### src/rtl/pong_input_conditioner_if.sv
// Button-side bus of the pong input conditioner: raw buttons in, clean
// levels, press pulses, the paddle direction code and a debug view of the
// three debounce state machines out.
//
// There is no valid/ready handshake on this bus. The raw inputs are free
// running and asynchronous to clk. Every output is a plain level, valid on
// every clock cycle. The pulse outputs are high for exactly one cycle per
// event.
interface pong_input_conditioner_if;
    logic       right_raw;
    logic       left_raw;
    logic       ready_raw;
    logic       right_level;
    logic       left_level;
    logic       ready_level;
    logic       right_pulse;
    logic       left_pulse;
    logic       ready_pulse;
    logic [1:0] move_dir;
    logic [5:0] dbg_state;   // {ready, left, right} debounce FSM states

    // Button / game side: drives the raw buttons, consumes the results.
    modport master (
        output right_raw, left_raw, ready_raw,
        input  right_level, left_level, ready_level,
        input  right_pulse, left_pulse, ready_pulse,
        input  move_dir, dbg_state
    );

    // Conditioner side.
    modport slave (
        input  right_raw, left_raw, ready_raw,
        output right_level, left_level, ready_level,
        output right_pulse, left_pulse, ready_pulse,
        output move_dir, dbg_state
    );
endinterface

### src/rtl/pong_input_conditioner.sv
// Input front end for pong: synchronise, debounce and polarity-normalise
// the right/left/ready buttons, then produce clean levels, press pulses
// (with auto-repeat on right/left) and the resolved paddle direction.
// Channel index: 0 = right, 1 = left, 2 = ready.
module pong_input_conditioner #(
    parameter int DEBOUNCE_CYCLES  = 1000000,
    parameter int REPEAT_DELAY     = 25000000,
    parameter int REPEAT_PERIOD    = 5000000,
    parameter bit INPUT_ACTIVE_LOW = 1'b1,
    parameter int CNT_W            = 25
) (
    input  logic                     clk,
    input  logic                     reset,
    pong_input_conditioner_if.slave  bus
);

    typedef enum logic [1:0] {
        REL    = 2'd0,
        WAIT_P = 2'd1,
        PRS    = 2'd2,
        WAIT_R = 2'd3
    } db_state_e;

    localparam logic [CNT_W-1:0] ONE      = CNT_W'(1);
    localparam logic [CNT_W-1:0] DB_LAST  = CNT_W'(DEBOUNCE_CYCLES - 1);
    localparam logic [CNT_W-1:0] DLY_LAST = CNT_W'(REPEAT_DELAY - 1);
    localparam logic [CNT_W-1:0] PER_LAST = CNT_W'(REPEAT_PERIOD - 1);
    // Raw level of a released button; the sync flops reset to it so that
    // a button held through reset is seen as a fresh press afterwards.
    localparam logic [2:0]       RAW_IDLE = INPUT_ACTIVE_LOW ? 3'b111 : 3'b000;

    logic [2:0]       raw;
    logic [2:0]       sync1_q;
    logic [2:0]       sync2_q;
    logic [2:0]       s;
    db_state_e        state_q   [3];
    logic [CNT_W-1:0] db_cnt_q  [3];
    logic [2:0]       level_d;
    logic [2:0]       level_q;
    logic [2:0]       press;
    logic [2:0]       pulse_q;
    logic [1:0]       other_q;
    logic [1:0]       rep_active;
    logic [1:0]       rep_fire;
    logic [CNT_W-1:0] rep_cnt_q [2];
    logic [1:0]       rep_armed_q;

    assign raw = {bus.ready_raw, bus.left_raw, bus.right_raw};

    // Two-flop synchroniser per button.
    always_ff @(posedge clk or posedge reset) begin
        if (reset) begin
            sync1_q <= RAW_IDLE;
            sync2_q <= RAW_IDLE;
        end else begin
            sync1_q <= raw;
            sync2_q <= sync1_q;
        end
    end

    // Polarity is normalised after the second flop: s = 1 means pressed.
    assign s = INPUT_ACTIVE_LOW ? ~sync2_q : sync2_q;

    // Debounce FSMs: a level change needs DEBOUNCE_CYCLES consecutive
    // samples of the new value; any contrary sample restarts the count.
    always_ff @(posedge clk or posedge reset) begin
        if (reset) begin
            for (int c = 0; c < 3; c++) begin
                state_q[c]  <= REL;
                db_cnt_q[c] <= '0;
            end
        end else begin
            for (int c = 0; c < 3; c++) begin
                case (state_q[c])
                    REL: begin
                        if (s[c]) begin
                            state_q[c]  <= WAIT_P;
                            db_cnt_q[c] <= ONE;
                        end
                    end
                    WAIT_P: begin
                        if (!s[c]) begin
                            state_q[c]  <= REL;
                            db_cnt_q[c] <= '0;
                        end else if (db_cnt_q[c] == DB_LAST) begin
                            state_q[c]  <= PRS;
                            db_cnt_q[c] <= '0;
                        end else begin
                            db_cnt_q[c] <= db_cnt_q[c] + ONE;
                        end
                    end
                    PRS: begin
                        if (!s[c]) begin
                            state_q[c]  <= WAIT_R;
                            db_cnt_q[c] <= ONE;
                        end
                    end
                    WAIT_R: begin
                        if (s[c]) begin
                            state_q[c]  <= PRS;
                            db_cnt_q[c] <= '0;
                        end else if (db_cnt_q[c] == DB_LAST) begin
                            state_q[c]  <= REL;
                            db_cnt_q[c] <= '0;
                        end else begin
                            db_cnt_q[c] <= db_cnt_q[c] + ONE;
                        end
                    end
                    default: begin
                        state_q[c]  <= REL;
                        db_cnt_q[c] <= '0;
                    end
                endcase
            end
        end
    end

    // Decode the pressed-side states into the next level of each channel.
    always_comb begin
        level_d = '0;
        for (int c = 0; c < 3; c++) begin
            level_d[c] = (state_q[c] == PRS) || (state_q[c] == WAIT_R);
        end
    end

    assign press = level_d & ~level_q;

    // Repeat timing runs only while the channel was and stays pressed and
    // the opposite direction was not held; otherwise the counter is cleared,
    // so a release of the other button restarts the full repeat delay.
    assign other_q    = {level_q[0], level_q[1]};
    assign rep_active = level_q[1:0] & level_d[1:0] & ~other_q;

    // A repeat fires when the counter reaches the delay (first) or period.
    always_comb begin
        rep_fire = '0;
        for (int c = 0; c < 2; c++) begin
            rep_fire[c] = rep_active[c] &&
                (rep_cnt_q[c] == (rep_armed_q[c] ? PER_LAST : DLY_LAST));
        end
    end

    // Auto-repeat counters for right and left.
    always_ff @(posedge clk or posedge reset) begin
        if (reset) begin
            for (int c = 0; c < 2; c++) begin
                rep_cnt_q[c] <= '0;
            end
            rep_armed_q <= '0;
        end else begin
            for (int c = 0; c < 2; c++) begin
                if (!rep_active[c]) begin
                    rep_cnt_q[c]   <= '0;
                    rep_armed_q[c] <= 1'b0;
                end else if (rep_fire[c]) begin
                    rep_cnt_q[c]   <= '0;
                    rep_armed_q[c] <= 1'b1;
                end else begin
                    rep_cnt_q[c] <= rep_cnt_q[c] + ONE;
                end
            end
        end
    end

    // Registered levels and pulses; a pulse accompanies the rising level.
    always_ff @(posedge clk or posedge reset) begin
        if (reset) begin
            level_q <= '0;
            pulse_q <= '0;
        end else begin
            level_q <= level_d;
            pulse_q <= {press[2], press[1:0] | rep_fire};
        end
    end

    assign bus.right_level = level_q[0];
    assign bus.left_level  = level_q[1];
    assign bus.ready_level = level_q[2];
    assign bus.right_pulse = pulse_q[0];
    assign bus.left_pulse  = pulse_q[1];
    assign bus.ready_pulse = pulse_q[2];
    assign bus.move_dir    = {level_q[1] & ~level_q[0], level_q[0] & ~level_q[1]};
    assign bus.dbg_state   = {state_q[2], state_q[1], state_q[0]};

endmodule

### src/flat_wrapper.sv
// flat-port wrapper written by rule: the top's interface ports become plain ports
module pong_input_conditioner_flat 
#(
    parameter int DEBOUNCE_CYCLES  = 1000000,
    parameter int REPEAT_DELAY     = 25000000,
    parameter int REPEAT_PERIOD    = 5000000,
    parameter bit INPUT_ACTIVE_LOW = 1'b1,
    parameter int CNT_W            = 25
)
  (clk, reset, bus_right_raw, bus_left_raw, bus_ready_raw, bus_right_level, bus_left_level, bus_ready_level, bus_right_pulse, bus_left_pulse, bus_ready_pulse, bus_move_dir, bus_dbg_state);
  pong_input_conditioner_if bus_i ();
  input  logic clk;
  input  logic reset;
  input wire logic [$bits(bus_i.right_raw)-1:0] bus_right_raw;
  input wire logic [$bits(bus_i.left_raw)-1:0] bus_left_raw;
  input wire logic [$bits(bus_i.ready_raw)-1:0] bus_ready_raw;
  output wire logic [$bits(bus_i.right_level)-1:0] bus_right_level;
  output wire logic [$bits(bus_i.left_level)-1:0] bus_left_level;
  output wire logic [$bits(bus_i.ready_level)-1:0] bus_ready_level;
  output wire logic [$bits(bus_i.right_pulse)-1:0] bus_right_pulse;
  output wire logic [$bits(bus_i.left_pulse)-1:0] bus_left_pulse;
  output wire logic [$bits(bus_i.ready_pulse)-1:0] bus_ready_pulse;
  output wire logic [$bits(bus_i.move_dir)-1:0] bus_move_dir;
  output wire logic [$bits(bus_i.dbg_state)-1:0] bus_dbg_state;
  assign bus_i.right_raw = bus_right_raw;
  assign bus_i.left_raw = bus_left_raw;
  assign bus_i.ready_raw = bus_ready_raw;
  assign bus_right_level = bus_i.right_level;
  assign bus_left_level = bus_i.left_level;
  assign bus_ready_level = bus_i.ready_level;
  assign bus_right_pulse = bus_i.right_pulse;
  assign bus_left_pulse = bus_i.left_pulse;
  assign bus_ready_pulse = bus_i.ready_pulse;
  assign bus_move_dir = bus_i.move_dir;
  assign bus_dbg_state = bus_i.dbg_state;
  pong_input_conditioner #(.DEBOUNCE_CYCLES(DEBOUNCE_CYCLES), .REPEAT_DELAY(REPEAT_DELAY), .REPEAT_PERIOD(REPEAT_PERIOD), .INPUT_ACTIVE_LOW(INPUT_ACTIVE_LOW), .CNT_W(CNT_W)) u_core (.clk(clk), .reset(reset), .bus(bus_i));
endmodule
### config.mk
export PLATFORM = sky130hd
export DESIGN_NAME = pong_input_conditioner_flat
export DESIGN_NICKNAME = d
export VERILOG_FILES = /design/src/rtl/pong_input_conditioner_if.sv /design/src/rtl/pong_input_conditioner.sv /design/src/flat_wrapper.sv
export SDC_FILE = /design/constraint.sdc
export NUM_CORES = 1
export LEC_CHECK = 0
export BUFFER_PORTS_ARGS = -buffer_cell sky130_fd_sc_hd__buf_2
export CAP_MARGIN = 5
export CORE_ASPECT_RATIO = 0.75
export CORE_UTILIZATION = 29
export CTS_CLUSTER_DIAMETER = 80
export CTS_CLUSTER_SIZE = 30
export DETAILED_ROUTE_END_ITERATION = 16
export MAX_ROUTING_LAYER = met4
export PLACE_DENSITY = 0.53
export SYNTH_ARGS = -nofsm -noshare
export SYNTH_HDL_FRONTEND = slang
export SYNTH_SLANG_ARGS = --single-unit
### constraint.sdc
create_clock -name clk -period 5.3 [get_ports clk]
set_input_delay 1.06 -clock clk [delete_from_list [all_inputs] [get_ports clk]]
set_output_delay 1.06 -clock clk [all_outputs]
set_load 0.03 [all_outputs]
==> metrics.cfg, run 1 <==
[placement]
routabilityCongestion=0.802
place_inst=1145
dp_hpwl_um=11700
post_dp_cell_area_sq_mm=0.00795
port_buffers=18

[die]
pin_count=19
start_util=0.300
die_x_um=189
rows=50
die_h_um=142
die-area_sq_mm=0.0269
core_sq_mm=0.0253

[grt]
grt_max_degree=66
antenna_found_initial=0
grt_usage=0.140
grt_pass1_wl_um=29100
grt_overflow=0
grt_pass1_vias=5365

[timing]
slew_headroom=0.215
finalHoldViolCount=0
whs_ns=0.357
post-route-period-util=0.483
timing.fmax_ghz=0.391
tns_ns=0
period_needed_ns=2.56
tightest_slew_ns=1.18
finClkSkew_ns=0.0157
rsz0062_at_grt=false
finalMaxSlewViolations=0
setup_viol=0

[drt]
routed_via_density=5.17
postRouteAntennaNets=0
drtPass1Iterations=5
drc_errors=0
wl_per_cell_um=14.8
routed_wl_um=17500
drt-initial-drc-count=525
via_count=6082

[layout]
antenna_cells=0
fin_area_sq_mm=0.00852
areaGrowthSynthToFinish_pct=12.1
nets=836
final_util=0.336
drive_gt1_frac=0.0859
finalNonFillerCells=1176
fillers=2603

[power_and_ir_drop]
clock_power_share=0.467
p_sw_frac=0.242
sequentialPowerShare=0.485
combPwrFrac=0.048
irDropWorstVdd_mv=0.197
power.switching_mw=0.598
power_density_mw_per_mm2=290
power.internal_mw=1.87
total_leakage_power_nw=3.21

[yosys]
postSynthAreaPerCell_sq_um=9.22
ys.flop_type=dfrtp_1
mappedNetlistArea_sq_mm=0.00760
ys_async_sr_fraction=1.00
synth-edff-count=0
ys_top_cells_by_count=139 x dfrtp_1, 86 x nor2_1, 77 x nand2_1
ys_seq_area_frac=0.478
ys_ff_latch=145
yosysTopAreaCell=dfrtp_1
syn-num-nets=834
ys_types=53
syn_inst=824
synth_area_leaders=dfrtp_1 46%, a31oi_1 4.4%, xnor2_1 4.3%, nor2_1 4.2%, nand3_1 3.8%
synth_top_cell_area_share=0.458
yosys.cell_count.top_type=dfrtp_1
yosysWarnings=0

[clock_network]
clock-sinks=145
htreeDepth=4
cts-buffers-inserted=17
hold_buffers=0
clock_path_buffers=2
cts_setup_buffers=0
clock_latency_ns=0.43
cts.clk_slew.worst_paths_ns=0.06
cts_root_buf=clkbuf_16
cts_resized=0
cts_tree=done

[run]
maxCapViolCount=0

[critical_path]
crit_arrival_ns=2.91
crit_required_ns=5.65
worst_setup_path_end_kind=register
crit_fanout=34
path_class=reg -> reg
startpoint_type=register
reg2reg_slack_ns=2.74

[hold_path]
hp-class=reg -> reg

[status]
status=completed

==> registers in the layout (all words and copies together), names as in the netlist, named ones only <==
| register | count |
|---|---|
| u_core.level_q | 3 |
| u_core.sync2_q | 3 |
| u_core.sync1_q | 3 |
| u_core.pulse_q | 3 |
| u_core.db_cnt_q | 75 |
| u_core.rep_cnt_q | 50 |
| u_core.rep_armed_q | 2 |
| u_core.bus.dbg_state | 3 |
==> path summary, 6_finish.rpt <==
| kind | endpoint | depth (start not counted) | startpoint |
|---|---|---|---|
| setup / recovery | u_core.db_cnt_q[61] | 6 | u_core.db_cnt_q[50] |
| hold / removal | u_core.sync2_q[2] | 0 | u_core.sync1_q[2] |
| setup reg to reg | u_core.db_cnt_q[61] | 6 | u_core.db_cnt_q[50] |
| hold reg to reg | u_core.sync2_q[2] | 0 | u_core.sync1_q[2] |
| max in group asynchronous | u_core.db_cnt_q[65] | 3 | reset |
| min in group asynchronous | u_core.rep_cnt_q[13] | 2 | reset |
==> through the flow <==
step,total power [mW],worst slack [ns]
after CTS,2.50,2.65
after detailed placement,1.34,2.76
final,2.47,2.74
after floorplan,1.30,0.355
after global placement,1.34,2.78
after global routing,2.57,2.49
==> worst max-delay path, stage by stage (launching register included) <==
cell and delay, ns:
dfrtp_1 0.43, ha_1 0.27, and4_1 0.23, nand2_1 0.12, o311a_1 0.98, o21ai_0 0.22, a31oi_1 0.21
==> final cells by class <==
type / instances / area [sq um] / area share
Clock buffer: 22 / 484 / 0.0568
Clock inverter: 9 / 82.6 / 0.00969
Inverter: 27 / 106 / 0.0125
Multi-Input combinational cell: 612 / 3660 / 0.429
Sequential cell: 145 / 3640 / 0.427
Tap cell: 338 / 423 / 0.0496
Timing Repair Buffer: 23 / 128 / 0.0150
==> layout by cell type (no fill, tap or decap), types with 6 or more instances in the layout <==
master	Yosys	layout
xnor2_1	37	37
a41oi_1	8	8
inv_1	27	26
a21oi_1	32	31
nand4_1	39	39
o211ai_1	6	6
clkbuf_16	0	17
dfstp_2	6	6
xor2_1	23	23
nor2_1	86	86
a31oi_1	53	53
nand2_1	77	77
nor4_1	19	19
nand3_1	58	58
nand2b_1	12	12
or3_1	9	9
nor3_1	23	23
and2_1	7	7
and4_1	9	9
o21ai_0	22	22
buf_2	3	18
dfrtp_1	139	139
or4_1	13	13
nor4b_1	6	6
and3_1	14	14
==> cells by family after synthesis <==
group                      synth area share
adders and majority gates           0.00823
AOI/OAI and AO/OA                     0.124
DFF                                   0.478
muxes                               0.00395
xor gates and xnor gates             0.0691
and+or+nand+nor                       0.276
buffers and inverters                0.0407
==> layer usage <==
metal | routed length, um | track usage | up-vias
met5 | 0 | - | -
met1 | 9800 | 0.218 | 2938
li1 | - | - | 3032
met4 | 109 | 0.0357 | 0
met2 | 6910 | 0.173 | 103
met3 | 635 | 0.0323 | 9
==> power by group through the flow <==
stage | combinational (mW) | sequential, mW | clock [mW]
floorplan | 0.114 | 1.19 | 0
global placement | 0.121 | 1.22 | 0
detailed placement | 0.121 | 1.21 | 0
CTS | 0.121 | 1.20 | 1.19
global route | 0.136 | 1.20 | 1.23
finish | 0.119 | 1.20 | 1.15
Power figures use the tool's default switching activity.
==> inputs of run 2 (changes only) <==
Settings changed: PLACE_DENSITY 0.53 to 0.55.
Clock period 5.3 ns to 2.2 ns, I/O delays scaled along.
==> run 2 against run 1 <==
  * Routed wire length rose by 4.8%
  * Global-route usage grew 0.36 points
  * Combinational power increased to 2.9 times the previous value
  * Die area unchanged
  * Via count up 6.2%
  * Fmax is 19% higher
==> metrics.cfg, run 2 (synthesized netlist as in run 1, its figures left out) <==
[critical_path]
crit_required_ns=2.50
startpoint_type=register
cp.depth=6
crit_path_end=u_core.rep_cnt_q[2]
crit_family=simple AND/OR/NAND/NOR gates
crit_slowest_cell=or4_1
worst_setup_path_end_kind=register
crit_arrival_ns=2.44
worst-path-buf-inv=1
reg2reg_slack_ns=0.06
cp_cell_sequence=or4_1 -> or4_4 -> a211o_4 -> nand3_4 -> clkbuf_16 -> nor2_1
slowest_delay_ns=0.54
crit_path_start=u_core.rep_cnt_q[7]
r2r_cells=6
rr_startpoint=u_core.rep_cnt_q[7]
rr_endpoint=u_core.rep_cnt_q[2]
path_class=reg -> reg
crit_fanout=6

[layout]
largest_register=u_core.db_cnt_q
seq_area_sq_mm=0.00364
final_cell_mix=139 x dfrtp_1, 86 x nor2_1, 77 x nand2_1
final_common_cell=dfrtp_1
reg_top3=u_core.db_cnt_q: 75 flops, u_core.rep_cnt_q: 50 flops
fillers=2533
drive_gt1_frac=0.145
finalNonFillerCells=1230
multiInputGateArea_sq_mm=0.00372
antenna_cells=0
nets=889
largest_register_ffs=75
areaGrowthSynthToFinish_pct=20.6

[timing]
setup_viol=0
period_needed_ns=2.14
rsz0062_at_grt=true
slew_headroom=0.539
finClkSkew_ns=0.0121
tns_ns=0
finalMaxSlewViolations=0
post-route-period-util=0.975
finalHoldViolCount=0
timing.fmax_ghz=0.466
layout_setup_ws_ns=0.0550
tightest_slew_ns=0.689

[clock_network]
cts_tree=done
clock_latency_ns=0.42
htreeDepth=4
hold_buffers=0
cts.clk_slew.worst_paths_ns=0.06
clock-sinks=145
cts_root_buf=clkbuf_16
clock_path_buffers=2
cts-buffers-inserted=17

[die]
pin_count=19
rows=50
die-area_sq_mm=0.0269
die_x_um=189
start_util=0.300
core_sq_mm=0.0253
die_h_um=142

[drt]
via_count=6460
drtPass1Iterations=5
wl_per_cell_um=14.9
postRouteAntennaNets=0
routed_via_density=5.25
drc_errors=0
drt-initial-drc-count=560
routed_wl_um=18300

[grt]
grt_pass1_wl_um=30000
grt_pass1_vias=5744
antenna_found_initial=0
grt_max_degree=35
grt_usage=0.143
grt_overflow=0

[placement]
place_inst=1193
dp_hpwl_um=12400
place_ws_ns=0.0643
port_buffers=18
routabilityCongestion=0.871

[power_and_ir_drop]
p_total_mw=6.34
irDropWorstVdd_mv=0.440
power_density_mw_per_mm2=692
total_leakage_power_nw=3.59

[run]
maxCapViolCount=0

[status]
status=completed

[hold_path]
hp-class=in -> async

==> run 2: through the flow <==
step | hold WS [ns] | cell area, sq um | utilization
floorplan | 0.345 | 7600 | -
global placement | 0.347 | 8400 | 0.331
detailed placement | 0.347 | 8400 | 0.331
CTS | 0.0960 | 9030 | 0.356
global route | 0.103 | 9170 | 0.362
finish | 0.0977 | 9170 | 0.362
==> run 2: layout make-up <==
cell class,count,share of cell area
clock buffers,22,0.0517
clock inverters,10,0.0173
inverters,27,0.0115
multi-input cells,613,0.406
flip-flops and latches,145,0.397
well taps,338,0.0461
repair buffers,75,0.0707
==> run 2: worst reg2reg max path: stages (launching register included) <==
cell	delay, ns
dfrtp_1	0.38
or4_1	0.54
or4_4	0.43
a211o_4	0.34
nand3_4	0.12
clkbuf_16	0.18
nor2_1	0.04
==> run 2: metal layers <==
layer | track usage | routed length [um] | vias up
met5 | - | 0 | -
met4 | 0.0399 | 214 | 0
met3 | 0.0311 | 957 | 17
met2 | 0.196 | 7630 | 181
met1 | 0.209 | 9490 | 3121
li1 | - | - | 3141
==> run 2: how the worst min path moves through the flow <==
stage | start | end | cells after the start
after floorplan | u_core.sync1_q[0] | u_core.sync2_q[0] | 0
after global placement | u_core.sync1_q[2] | u_core.sync2_q[2] | 0
after detailed placement | u_core.sync1_q[2] | u_core.sync2_q[2] | 0
after CTS | reset | u_core.pulse_q[0] | 2
after global routing | bus_right_raw | u_core.sync1_q[0] | 1
final | reset | u_core.rep_cnt_q[33] | 2
==> run 2: timing repair <==
action,in CTS,in global routing
resized for setup,0,10
endpoints found under the setup margin,0,45
setup buffers,0,1
==> run 2: where the power goes <==
part / switching [mW] / leakage [nW] / total [mW] / internal [mW]
sequential: 0.123 / 1.99 / 2.87 / 2.75
clock: 1.13 / 0.306 / 3.12 / 1.99
combinational: 0.214 / 1.30 / 0.351 / 0.137
total: 1.47 / 3.59 / 6.34 / 4.87
